===== src/rtl/gpio_edge_capture.sv =====
// Synchronise an asynchronous status vector, detect changes and queue
// timestamped {ts, value, rise, fall} events in a first-word fall-through FIFO.
module gpio_edge_capture #(
    parameter int unsigned WIDTH       = 4,
    parameter int unsigned TS_WIDTH    = 16,
    parameter int unsigned DEPTH       = 8,
    parameter int unsigned SYNC_STAGES = 2
) (
    input  logic                     clk,
    input  logic                     rst_n,
    input  logic [WIDTH-1:0]         sample_in,
    input  logic                     capture_en,
    input  logic                     clear_ovf,
    output logic                     evt_valid,
    input  logic                     evt_ready,
    output logic [TS_WIDTH-1:0]      evt_ts,
    output logic [WIDTH-1:0]         evt_value,
    output logic [WIDTH-1:0]         evt_rise,
    output logic [WIDTH-1:0]         evt_fall,
    output logic [$clog2(DEPTH):0]   fifo_level,
    output logic [7:0]               ovf_cnt
);

    localparam int unsigned AW  = $clog2(DEPTH);
    localparam int unsigned EW  = TS_WIDTH + 3 * WIDTH;
    localparam int unsigned ACW = $clog2(SYNC_STAGES + 1);

    logic [WIDTH-1:0]    sync_q [SYNC_STAGES];
    logic [WIDTH-1:0]    prev_q;
    logic [TS_WIDTH-1:0] ts_q;
    logic [ACW-1:0]      arm_cnt_q, arm_cnt_d;
    logic                armed_q, armed_d;
    logic [AW-1:0]       wr_ptr_q, wr_ptr_d;
    logic [AW-1:0]       rd_ptr_q, rd_ptr_d;
    logic [AW:0]         level_q, level_d;
    logic [7:0]          ovf_q, ovf_d;
    logic [EW-1:0]       mem_q [DEPTH];

    logic [WIDTH-1:0] s;
    logic [WIDTH-1:0] rise, fall;
    logic             chg, push, pop, full, wr, drop;
    logic [EW-1:0]    head;

    assign s    = sync_q[SYNC_STAGES-1];
    assign chg  = armed_q && (s != prev_q);
    assign rise = s & ~prev_q;
    assign fall = ~s & prev_q;
    assign push = chg && capture_en;
    assign full = (level_q == (AW + 1)'(DEPTH));
    assign pop  = (level_q != '0) && evt_ready;
    assign wr   = push && (!full || pop);
    assign drop = push && full && !pop;

    // Synchroniser chain, previous-value register and free-running timestamp.
    always_ff @(posedge clk or negedge rst_n) begin
        if (!rst_n) begin
            for (int i = 0; i < int'(SYNC_STAGES); i++) sync_q[i] <= '0;
            prev_q <= '0;
            ts_q   <= '0;
        end else begin
            sync_q[0] <= sample_in;
            for (int i = 1; i < int'(SYNC_STAGES); i++) sync_q[i] <= sync_q[i-1];
            prev_q <= s;
            ts_q   <= ts_q + TS_WIDTH'(1);
        end
    end

    // Arm only once the synchroniser has been flushed with real samples, so a
    // vector that is already non-zero at reset release is not seen as a change.
    always_comb begin
        arm_cnt_d = arm_cnt_q;
        armed_d   = armed_q;
        if (arm_cnt_q != ACW'(SYNC_STAGES)) begin
            arm_cnt_d = arm_cnt_q + ACW'(1);
        end else begin
            armed_d = 1'b1;
        end
    end

    // FIFO pointer, level and overflow-counter next state.
    always_comb begin
        wr_ptr_d = wr_ptr_q;
        rd_ptr_d = rd_ptr_q;
        level_d  = level_q;
        ovf_d    = ovf_q;
        if (wr)  wr_ptr_d = wr_ptr_q + AW'(1);
        if (pop) rd_ptr_d = rd_ptr_q + AW'(1);
        unique case ({wr, pop})
            2'b10:   level_d = level_q + (AW + 1)'(1);
            2'b01:   level_d = level_q - (AW + 1)'(1);
            default: level_d = level_q;
        endcase
        if (clear_ovf) begin
            ovf_d = '0;
        end else if (drop && (ovf_q != 8'hFF)) begin
            ovf_d = ovf_q + 8'd1;
        end
    end

    // Control state registers.
    always_ff @(posedge clk or negedge rst_n) begin
        if (!rst_n) begin
            arm_cnt_q <= '0;
            armed_q   <= 1'b0;
            wr_ptr_q  <= '0;
            rd_ptr_q  <= '0;
            level_q   <= '0;
            ovf_q     <= '0;
        end else begin
            arm_cnt_q <= arm_cnt_d;
            armed_q   <= armed_d;
            wr_ptr_q  <= wr_ptr_d;
            rd_ptr_q  <= rd_ptr_d;
            level_q   <= level_d;
            ovf_q     <= ovf_d;
        end
    end

    // Event storage; contents are only observable through the level-gated head.
    always_ff @(posedge clk) begin
        if (wr) mem_q[wr_ptr_q] <= {ts_q, s, rise, fall};
    end

    // Head presentation: outputs forced to zero while the FIFO is empty.
    always_comb begin
        head      = (level_q != '0) ? mem_q[rd_ptr_q] : '0;
        evt_valid = (level_q != '0);
        evt_ts    = head[EW-1 -: TS_WIDTH];
        evt_value = head[3*WIDTH-1 -: WIDTH];
        evt_rise  = head[2*WIDTH-1 -: WIDTH];
        evt_fall  = head[WIDTH-1:0];
    end

    assign fifo_level = level_q;
    assign ovf_cnt    = ovf_q;

endmodule


===== config.mk =====
export PLATFORM = sky130hd
export DESIGN_NAME = gpio_edge_capture
export DESIGN_NICKNAME = d
export VERILOG_FILES = /design/src/rtl/gpio_edge_capture.sv
export SDC_FILE = /design/constraint.sdc
export NUM_CORES = 1
export LEC_CHECK = 0
export CELL_PAD_IN_SITES_DETAIL_PLACEMENT = 1
export CELL_PAD_IN_SITES_GLOBAL_PLACEMENT = 2
export CORE_ASPECT_RATIO = 0.6
export CORE_MARGIN = 5
export CORE_UTILIZATION = 42
export DETAILED_ROUTE_END_ITERATION = 8
export PLACE_DENSITY = 0.74
export SYNTH_ARGS = -nofsm -noshare
export SYNTH_HDL_FRONTEND = slang
export SYNTH_SLANG_ARGS = --single-unit

===== constraint.sdc =====
create_clock -name clk -period 4.8 [get_ports clk]
set_clock_uncertainty 0.2 [all_clocks]
set_input_delay 0.72 -clock clk [delete_from_list [all_inputs] [get_ports clk]]
set_output_delay 0.72 -clock clk [all_outputs]
set_load 0.02 [all_outputs]

# Yosys cells after proc, flatten, opt, wreduce, memory -nomap -nowiden
# Memory sizes are Yosys's and may differ from the RTL's.
# Index checks and enable logic that the tools add are counted.
# totals
ram_bits,224
input_bits,9
regBits,49
out_inout_bits,41
word_cells,47
n_memories,1
# memory_table
name,depth,word_bits,rd,rd_ports_with_merged_regs,wr,line,rtl
mem_q,8,28,1,0,1,37,logic [EW-1:0] mem_q [DEPTH];
# op_classes
n_mux,6
n_eq_ne,6
add_sub_neg,7
reduce_logical,13
n_bitwise,4
# op_table
cell,n
2-to-1 mux 28 bit,1
"adder 16 x 1 -> 16 bit, second input constant",1
2-to-1 mux 8 bit,2
"adder 8 x 1 -> 8 bit, second input constant",1
AND 4 bit,2
"!= test 8 bit, second input constant",1
inverter 4 bit,2
one-hot mux 4 bit (2 select lines),1
logical AND 1 bit,7
"adder 3 x 1 -> 3 bit, second input constant",2
"adder 4 x 1 -> 4 bit, second input constant",1
"== test 4 bit, second input constant",1
!= test 4 bit,1
nonzero test 2 bit,2
nonzero test 4 bit,1
"subtractor 4 x 1 -> 4 bit, second input constant",1
"adder 2 x 1 -> 2 bit, second input constant",1
"== test 2 x 1 -> 1 bit, second input constant",1
"== test 2 bit, second input constant",1
logical NOT 1 bit,2
2-to-1 mux 1 bit,2
"!= test 2 bit, second input constant",1
logical OR 1 bit,1

# Depth between registers and ports, before layout
# Gate-level depths: netlist of run 1.
# logic_depth
word_depth,8
depth_mapped,12
ltp_nobuf,11

# Worst setup path before layout of run 1
# Ideal clock, no wire load.
# synth_timing
kind,reg2reg
startpoint,"register sync_q, in the netlist s[2]"
endpoint,"memory mem_q[0][0] (netlist name), enable pin"
path_slack_ns,0.211
path_buffers,0
setup_ns,0.483
path_stages_with_launch,6
required_ns,4.117
t_arrival_ns,3.906
synth_period_minus_slack_ns,4.589
cell_sequence,dfrtp_1 ha_1 nand4_1 nor2b_1 nand2_1 nor4_1
# synth_between
elab_chain_cells,6
# synth_lines
element,line,rtl
start: declaration,28,logic [WIDTH-1:0] sync_q [SYNC_STAGES];
!= test 4 bit,45,assign chg = armed_q && (s != prev_q);
logical AND 1 bit,45,
logical AND 1 bit,48,assign push = chg && capture_en;
logical AND 1 bit,51,assign wr = push && (!full || pop);
2-to-1 mux 1 bit,121,"if (wr) mem_q[wr_ptr_q] <= {ts_q, s, rise, fall};"
2-to-1 mux 1 bit (not written as such),121,
end: declaration,37,
# Every way passes these cells.

# Worst setup path after layout of run 1
# layout_timing
startpoint,register rd_ptr_q[0]
endpoint,output port evt_ts[15]
# layout_between
elab_chain_cells,2
# layout_lines
element,line,rtl
start: declaration,34,"logic [AW-1:0] rd_ptr_q, rd_ptr_d;"
start signal: assignment,113,rd_ptr_q <= rd_ptr_d;
memory read (8 x 28 bit),-,
2-to-1 mux 28 bit,126,head = (level_q != '0) ? mem_q[rd_ptr_q] : '0;
end: declaration,16,"output logic [TS_WIDTH-1:0] evt_ts,"
# Every way passes these cells.

==> out/metrics.csv, run 1 <==
metric,value,unit
Via Count,5160,
routed wire length,22800,um
share of layout cells above drive strength 1,20.6,%
share of flip-flops with an asynchronous set or reset,17.9,%
Seq cells post-synth,273,
setup violators final,0,
grt total ovfl,0,
leakage power,4.41,nW
RSZ-0062 raised after global routing,no,
die height,134,um
Die Area,28900,um^2
cts hold-fix bufs,0,
NumNets Final,652,
drt first-iter violations,303,
cell count after synthesis,555,
Worst setup SP type,register,
Starting Density,42.5,%
hold violation count in the final report,0,
status,finished clean,
Max-cap violations,0,
Syn Nets,580,
R2R Setup Slk,1530,ps
period utilization,81.5,%
Worst slew margin,44.4,%
"area leader, netlist",edfxtp_1,
CTS tree,yes,
HPWL after DPL,13400,um
maximum clock path buffer count,3,
Routed Antenna Nets,0,
IO Count,50,
setup TNS,0,ps
vias in the first global route,5778,
Crit Path Class,reg2out,
routed vias/inst,5.29,
top-count cell post-synth,edfxtp_1,
register area,7960,um^2
largest net degree at the start of global routing,50,
list of most frequent post-synthesis cells,"edfxtp_1 (224), mux4_2 (56), dfrtp_1 (49)",
row count,45,
Total Power,0.00742,W
Pre-Repair DR Iteration Count,4,
# DRC,0,
Sink Count,273,
Clock transition at path regs,70,ps
"Slew Viols, Final",0,
post-DR wirelength/cell,23.4,um
core area,25200,um^2
synth unique cells,39,
diode count,0,
crit path time final,3910,ps
# H-tree levels,1,
Post-synth EDFFs,224,
fmax,256,MHz
"Setup Fix Bufs, Post-CTS",0,
Ys Warns,0,
"Cell Area, Synth",10700,um^2
worst-margin pin slew,834,ps
RePlAce Congestion,0.701,
Critical Path Sink Type,output port,
register area share after synthesis,74.3,%
port bufs,49,
Die Wd,216,um
CTS Buf Count,25,
Root Driver,clkbuf_16,
Crit Path Max Fanout,25,
pwr/cell area,594,nW/um^2
Syn-to-layout area delta,16.5,%
top-area cell type share of the netlist area,62.8,%
clock latency on the worst-skew pair,520,ps
Max rail drop VDD,325,uV
Crit path arrival time,2990,ps
initial antenna violation count,1,
Hold Path Class,in2async,
Synth area leaders,"edfxtp_1 (63%), mux4_2 (12%), dfrtp_1 (11%)",
# resized after CTS,0,
Most used DFF post-synth,edfxtp_1,
Total GRT Usage,16.0,%
first-pass GRT wire length,35500,um
Synth Area per Inst,19.3,um^2
area occupied by multi-input gates,2640,um^2
fillers,2341,
WP data required,3880,ps
[final cells by class]
cell class,count,area share (%)
tap,329,3.30
timing repair buffer,65,5.05
inverter,16,0.501
multi-input combinational,246,21.1
clock buffer,27,5.15
sequential,273,63.8
clock inverter,19,1.10
[routing by layer]
layer,part of all wire (%),vias to the layer above,GRT usage (%),routed length [um]
met3,4.3,24,2.59,970
met5,0,-,0,0
met1,48,2741,24.3,11000
li1,-,2302,-,-
met2,46,93,25.0,10500
met4,1.5,0,2.79,334
[cells by family (layout without fill, tap and decap cells)]
group / after synthesis / count (layout) / share of synthesized area (%)
mux: 87 / 87 / 14.7
compound gates: 9 / 9 / 0.549
buf+inv: 36 / 127 / 1.53
xor+xnor: 27 / 27 / 2.21
fa+ha+maj: 16 / 16 / 1.94
flops: 273 / 273 / 74.3
simple gates: 107 / 107 / 4.83
[flip-flops by register name (all words and copies together), names as in the netlist]
signal and count:
s 4, armed_q 1, ts_q 16, arm_cnt_q 2, wr_ptr_q 3, rd_ptr_q 3, fifo_level 4, mem_q 224
sync_q 4, prev_q 4, ovf_cnt 8
[per-stage QoR]
stage	hold WS (ps)	worst slack, ps	utilization [%]	area (um^2)	instances
after CTS	157	828	49.5	12500	975
after global routing	162	714	49.5	12500	975
final	150	890	49.5	12500	975
after global placement	133	1380	46.4	11700	929
after floorplan	131	211	-	10700	555
after detailed placement	142	1400	46.4	11700	929
[critical path: stages, from the launching register on]
cell             delay [ps]
dfrtp_4                 720
buf_12                  290
mux4_2                  530
mux2i_1                 280
nor2_1                   80
clkdlybuf4s50_1         550
[path summary, 6_finish.rpt]
check,cells after the start,end,startpoint
worst max register to register,7,mem_q[1][16],s[0]
worst min-delay path,2,ts_q[9],rst_n
min in group clk,0,s[2],sync_q[6]
worst min register to register,0,s[2],sync_q[6]
worst max-delay path,5,evt_ts[15],rd_ptr_q[0]
max in group asynchronous,2,rd_ptr_q[0],rst_n
[where the power goes]
| group | switching, W | leakage, nW | internal [W] |
|---|---|---|---|
| Sequential | 0.000289 | 2.71 | 0.00287 |
| Clock | 0.000871 | 0.371 | 0.00103 |
| Combinational | 0.00120 | 1.33 | 0.00116 |
| Total | 0.00236 | 4.41 | 0.00506 |
[layout by cell type, fill, tap and decap left out, types with 5 or more instances in the layout]
| cell | n |
|---|---|
| edfxtp_1 | 224 |
| mux4_2 | 56 |
| nand2_1 | 18 |
| dfrtp_1 | 46 |
| mux2i_1 | 30 |
| clkbuf_16 | 25 |
| buf_4 | 14 |
| nor3_2 | 5 |
| xnor2_1 | 21 |
| nand3_1 | 16 |
| clkinv_2 | 5 |
| inv_1 | 14 |
| clkinv_1 | 5 |
| ha_1 | 15 |
| nor2_1 | 41 |
| clkinvlp_4 | 5 |
| xor2_1 | 6 |
| nor3_1 | 5 |
| clkdlybuf4s50_1 | 48 |
No activity file was read; power rests on OpenSTA's default activity.
==> inputs of run 2 (changes only) <==
--- a/config.mk
+++ b/config.mk
@@ -9,9 +9,9 @@
 export CELL_PAD_IN_SITES_GLOBAL_PLACEMENT = 2
 export CORE_ASPECT_RATIO = 0.6
 export CORE_MARGIN = 5
-export CORE_UTILIZATION = 42
+export CORE_UTILIZATION = 46
 export DETAILED_ROUTE_END_ITERATION = 8
-export PLACE_DENSITY = 0.74
+export PLACE_DENSITY = 0.77
 export SYNTH_ARGS = -nofsm -noshare
 export SYNTH_HDL_FRONTEND = slang
 export SYNTH_SLANG_ARGS = --single-unit
==> constraint.sdc (replaced) <==
create_clock -name clk -period 3.85 [get_ports clk]
set_clock_uncertainty 0.2 [all_clocks]
set_input_delay 0.5775 -clock clk [delete_from_list [all_inputs] [get_ports clk]]
set_output_delay 0.5775 -clock clk [all_outputs]
set_load 0.02 [all_outputs]
==> run 2 against run 1 <==
Effect of this change: largest power group unchanged; clock power up 38%; hold slack worse by 160 ps; non-clock buffer count up 7; worst setup slack worse by 660 ps; the flow now finishes with violations (hold timing).
==> out/metrics.csv, run 2 (synthesis gave the netlist of run 1 again) <==
metric,value,unit,change
status,"complete, but fails checks",,
failing checks,hold timing,,
WP data required,3070,ps,-810 ps
Routed Antenna Nets,0,,unchanged
Max stage delay on crit path,610,ps,-110 ps
Worst slew margin,38.6,%,-5.8 points
setup TNS,0,ps,unchanged
# resized after CTS,0,,unchanged
clock latency on the worst-skew pair,520,ps,about the same
share of layout cells above drive strength 1,21.2,%,+0.63 points
CP Buf/Inv Count,2,,unchanged
Die Area,26500,um^2,-8.2%
drt first-iter violations,394,,+30%
Max-cap violations,0,,unchanged
HPWL after DPL,14000,um,+4.5%
Crit path arrival time,2840,ps,-150 ps
post-DR wirelength/cell,24.2,um,+3.2%
Max rail drop VDD,452,uV,+39%
Via Count,5353,,+3.7%
period utilization,94.0,%,
Crit Path Max Fanout,24,,-4.0%
diode count,0,,unchanged
"commonest non-fill, non-tap cell in the layout",edfxtp_1,,
cell chain of the critical path,buf_12 > mux4_2 > mux2i_1 > nor2_1 > clkdlybuf4s50_1,,
most frequent cells in the layout,"edfxtp_1 (224), mux4_2 (56), clkdlybuf4s50_1 (48), dfrtp_1 (46), nor2_1 (41)",,
crit path time final,3620,ps,
pwr/cell area,759,nW/um^2,+28%
placed cell area,11800,um^2,+0.64%
Critical Path Sink Type,output port,,
CTS tree,yes,,
IO Count,50,,unchanged
"Slowest-stage cell, CP",dfrtp_4,,
Sink Count,273,,unchanged
grt total ovfl,0,,unchanged
FF-to-FF Start,fifo_level[1],,
placed insts,922,,-0.75%
CTS Buf Count,26,,+4.0%
"Slew Viols, Final",0,,unchanged
Starting Density,46.5,%,+4.1 points
row count,43,,-4.4%
Crit Path Class,reg2out,,
die height,128,um,-4.1%
vias in the first global route,5851,,+1.3%
core area,23000,um^2,-8.7%
Non-Filler Instances,970,,-0.51%
register with the most flip-flops,mem_q,,
# DRC,0,,unchanged
Worst setup SP type,register,,
port bufs,49,,unchanged
hold violation count in the final report,4,,+4
routed wire length,23400,um,+2.7%
Total GRT Usage,18.4,%,+2.4 points
max reg flops,224,,unchanged
Finished Cell Area,12700,um^2,+1.4%
"Setup Fix Bufs, Post-CTS",0,,unchanged
Syn-to-layout area delta,18.1,%,
Pre-Repair DR Iteration Count,4,,unchanged
hold slack,-12.0,ps,-162 ps
Clock transition at path regs,60,ps,about the same
leakage power,4.52,nW,+2.5%
Hold Path Class,in2async,,
cts hold-fix bufs,0,,unchanged
largest net degree at the start of global routing,49,,-2.0%
worst-margin pin slew,921,ps,+87.5 ps
RePlAce Congestion,0.758,,+8.1%
setup violators final,0,,unchanged
maximum clock path buffer count,3,,unchanged
RSZ-0062 raised after global routing,no,,
Root Driver,clkbuf_16,,
NumNets Final,660,,+1.2%
routed vias/inst,5.52,,+4.3%
# H-tree levels,1,,unchanged
Die Wd,207,um,-4.2%
first-pass GRT wire length,36500,um,+2.9%
initial antenna violation count,0,,-1
CP top delay family,buffers and inverters,,
crit path launch,rd_ptr_q[0],,
fmax,276,MHz,
## run 2: changes by cell type in the layout (fill, tap and decap cells not counted), moves of 2 or more
cell        delta
clkinvlp_4     -4
clkinv_4       -2
bufinv_16      +3
buf_12         +2
clkbuf_1       +3
buf_4          +5
clkbuf_16      +2
## run 2: worst register-to-register path: stages (launching register included)
cell     delay, ps
dfrtp_1        480
nor4_4         410
buf_4          360
inv_2          110
nand2_4        130
or2_1          260
inv_4           80
ha_1           270
a21o_1         170
a21oi_1        180
mux2i_1        260
xor2_1         210
## run 2: report_power, final
group | internal, W | switching (W)
combinational | 0.00149 | 0.00160
clock | 0.00155 | 0.00108
sequential | 0.00358 | 0.000294
## run 2: worst paths after layout
check | end | slack, ps | depth (start not counted)
min in group clk | s[2] | 150 | 0
max reg2reg | fifo_level[3] | 650 | 11
min reg2reg | s[2] | 150 | 0
max | evt_ts[5] | 230 | 5
max in group asynchronous | sync_q[7] | 2650 | 2
min | ts_q[10] | -10 | 1
## run 2: layer usage
layer	share of wire, %	GRT usage (%)
met1	47	28.3
met5	0	0
met4	1.3	3.22
met3	4.2	2.63
met2	48	28.8
## run 2: cell type report
class                      count  area (um^2)
clock buffer                  31          691
clock inverter                17          188
fill                        2072        10400
inverter                      16         62.6
multi-input combinational    246         2650
sequential                   273         7960
tap                          315          394
timing repair buffer          72          708
## run 2: metrics by stage
step	worst slack [ps]	total power (W)	utilization (%)
final	233	0.00960	54.9
after global routing	83.4	0.0101	54.9
after CTS	181	0.00974	54.9
after detailed placement	687	0.00708	51.1
after global placement	775	0.00699	51.1
after floorplan	-15.6	0.00575	-
==> inputs of run 3 (changes only) <==
==> constraint.sdc (replaced) <==
create_clock -name clk -period 3.8 [get_ports clk]
set_clock_uncertainty 0.2 [all_clocks]
set_input_delay 0.57 -clock clk [delete_from_list [all_inputs] [get_ports clk]]
set_output_delay 0.57 -clock clk [all_outputs]
set_load 0.02 [all_outputs]
==> run 3 against run 2 <==
Effect of this change: the flow now finishes without violations; register-to-register slack about the same; first-iteration DRC count down 20%; worst setup slack worse by 15 ps; wire length down 3.7%; via count down 3.3%; die area unchanged; largest power group unchanged; highest routed layer unchanged.
==> out/metrics.csv, run 3 (synthesis gave the netlist of run 1 again) <==
metric,value,unit,change
FF-to-FF Start,s[3],,
Pre-Repair DR Iteration Count,6,,+2
Clk pwr share,26.6,%,-0.8 points
post-DR wirelength/cell,23.5,um,-2.8%
maximum clock path buffer count,3,,unchanged
Worst slew margin,52.8,%,+14 points
Clock transition at path regs,60,ps,about the same
Max rail drop VDD,482,uV,+6.6%
routed wire length,22600,um,-3.7%
diode count,0,,unchanged
largest net degree at the start of global routing,44,,-10%
Combinational Power Share,32.4,%,+0.2 points
# DRC,0,,unchanged
Pint,0.00662,W,about the same
R2R Setup Slk,650,ps,about the same
core area,23000,um^2,unchanged
cell chain of the critical path,buf_12 > mux4_2 > mux2i_1 > nor2_1 > clkdlybuf4s50_1,,
HPWL after DPL,13100,um,-6.4%
clock latency on the worst-skew pair,520,ps,about the same
# resized after CTS,0,,unchanged
sw frac,31.0,%,about the same
routed vias/inst,5.39,,-2.3%
WP data required,3030,ps,-40 ps
Total GRT Usage,17.9,%,-0.47 points
cells on worst reg2reg path,10,,-1
Hold Path Class,reg2reg,,
IO Count,50,,unchanged
Root Driver,clkbuf_16,,
period utilization,94.3,%,
"Slew Viols, Final",0,,unchanged
share of layout cells above drive strength 1,20.1,%,-1.1 points
NumNets Final,652,,-1.2%
first-pass GRT wire length,35700,um,-2.2%
CP top delay family,buffers and inverters,,
setup TNS,0,ps,unchanged
CTS tree,yes,,
worst hold endpoint,s[3],,
initial antenna violation count,0,,unchanged
Crit path arrival time,2810,ps,-30 ps
fillers,2099,,+1.3%
# H-tree levels,1,,unchanged
setup violators final,0,,unchanged
Die Wd,207,um,unchanged
Critical Path Sink Type,output port,,
Flop pwr share,41.0,%,+0.6 points
"Slowest-stage cell, CP",dfrtp_4,,
RePlAce Congestion,0.722,,-4.8%
grt total ovfl,0,,unchanged
die height,128,um,unchanged
CTS Buf Count,25,,-3.8%
port bufs,49,,unchanged
Crit Path Class,reg2out,,
Max stage delay on crit path,620,ps,about the same
status,finished clean,,
r2r endpoint,fifo_level[3],,
drt first-iter violations,314,,-20%
Routed Antenna Nets,0,,unchanged
Sw Pwr,0.00297,W,about the same
fmax,279,MHz,
Worst Hold Launch,sync_q[7],,
register with the most flip-flops,mem_q,,
Crit Path Max Fanout,28,,+17%
hold slack,160,ps,+172 ps
worst-margin pin slew,709,ps,-213 ps
Max-cap violations,0,,unchanged
RSZ-0062 raised after global routing,no,,
Sink Count,273,,unchanged
Starting Density,46.5,%,unchanged
crit path launch,rd_ptr_q[0],,
vias in the first global route,5874,,+0.39%
crit path time final,3580,ps,
Syn-to-layout area delta,17.3,%,
row count,43,,unchanged
most frequent cells in the layout,"edfxtp_1 (224), mux4_2 (56), clkdlybuf4s50_1 (48), dfrtp_1 (46), nor2_1 (41)",,
max reg flops,224,,unchanged
Die Area,26500,um^2,unchanged
pwr/cell area,764,nW/um^2,+0.67%
hold violation count in the final report,0,,-4
leakage power,4.47,nW,-1.3%
Worst setup SP type,register,,
"commonest non-fill, non-tap cell in the layout",edfxtp_1,,
Via Count,5179,,-3.3%
CP Buf/Inv Count,2,,unchanged
Hold Crit Depth,0,,
-- run 3: power groups by stage --
stage	combinational, W	clock [W]	sequential (W)
finish	0.00311	0.00255	0.00394
global route	0.00335	0.00276	0.00398
CTS	0.00319	0.00261	0.00394
detailed placement	0.00315	0	0.00401
global placement	0.00311	0	0.00396
floorplan	0.00199	0	0.00383
-- run 3: how the worst max path moves through the flow --
stage                   endpoint  slack (ps)  cells after the start
floorplan            mem_q[4][0]         -70                      5
global placement       evt_ts[5]         700                      5
detailed placement  mem_q[5][19]         640                      7
CTS                  evt_rise[0]         160                      5
global route           evt_ts[5]          40                      5
finish                 evt_ts[5]         220                      5
-- run 3: through the flow --
stage	utilization, %	cell area [um^2]	total power, W	cells	setup slack (ps)
global route	54.6	12600	0.0101	961	43.6
finish	54.6	12600	0.00959	961	217
floorplan	-	10700	0.00583	555	-65.6
CTS	54.6	12600	0.00973	961	161
detailed placement	50.9	11700	0.00716	914	641
global placement	50.9	11700	0.00707	914	699
-- run 3: layout make-up --
cell class	instances	area [um^2]	share of cell area [%]
sequential	273	7960	63.4
clock buffer	35	703	5.60
clock inverter	11	135	1.08
tap	315	394	3.14
timing repair buffer	65	658	5.24
inverter	16	62.6	0.498
multi-input combinational	246	2650	21.1
-- run 3: repair_timing --
item                       4_1_cts  5_1_grt
hold endpoints to repair        25        0
hold buffers                     1        0
buffers inserted                 0        0
setup endpoints to repair        0        0
-- run 3: layer usage --
metal	GRT usage [%]	wire, um	vias up
met3	3.06	951	26
met2	28.5	10700	94
met5	0	0	-
met1	26.9	10600	2754
met4	2.95	299	0
li1	-	-	2305
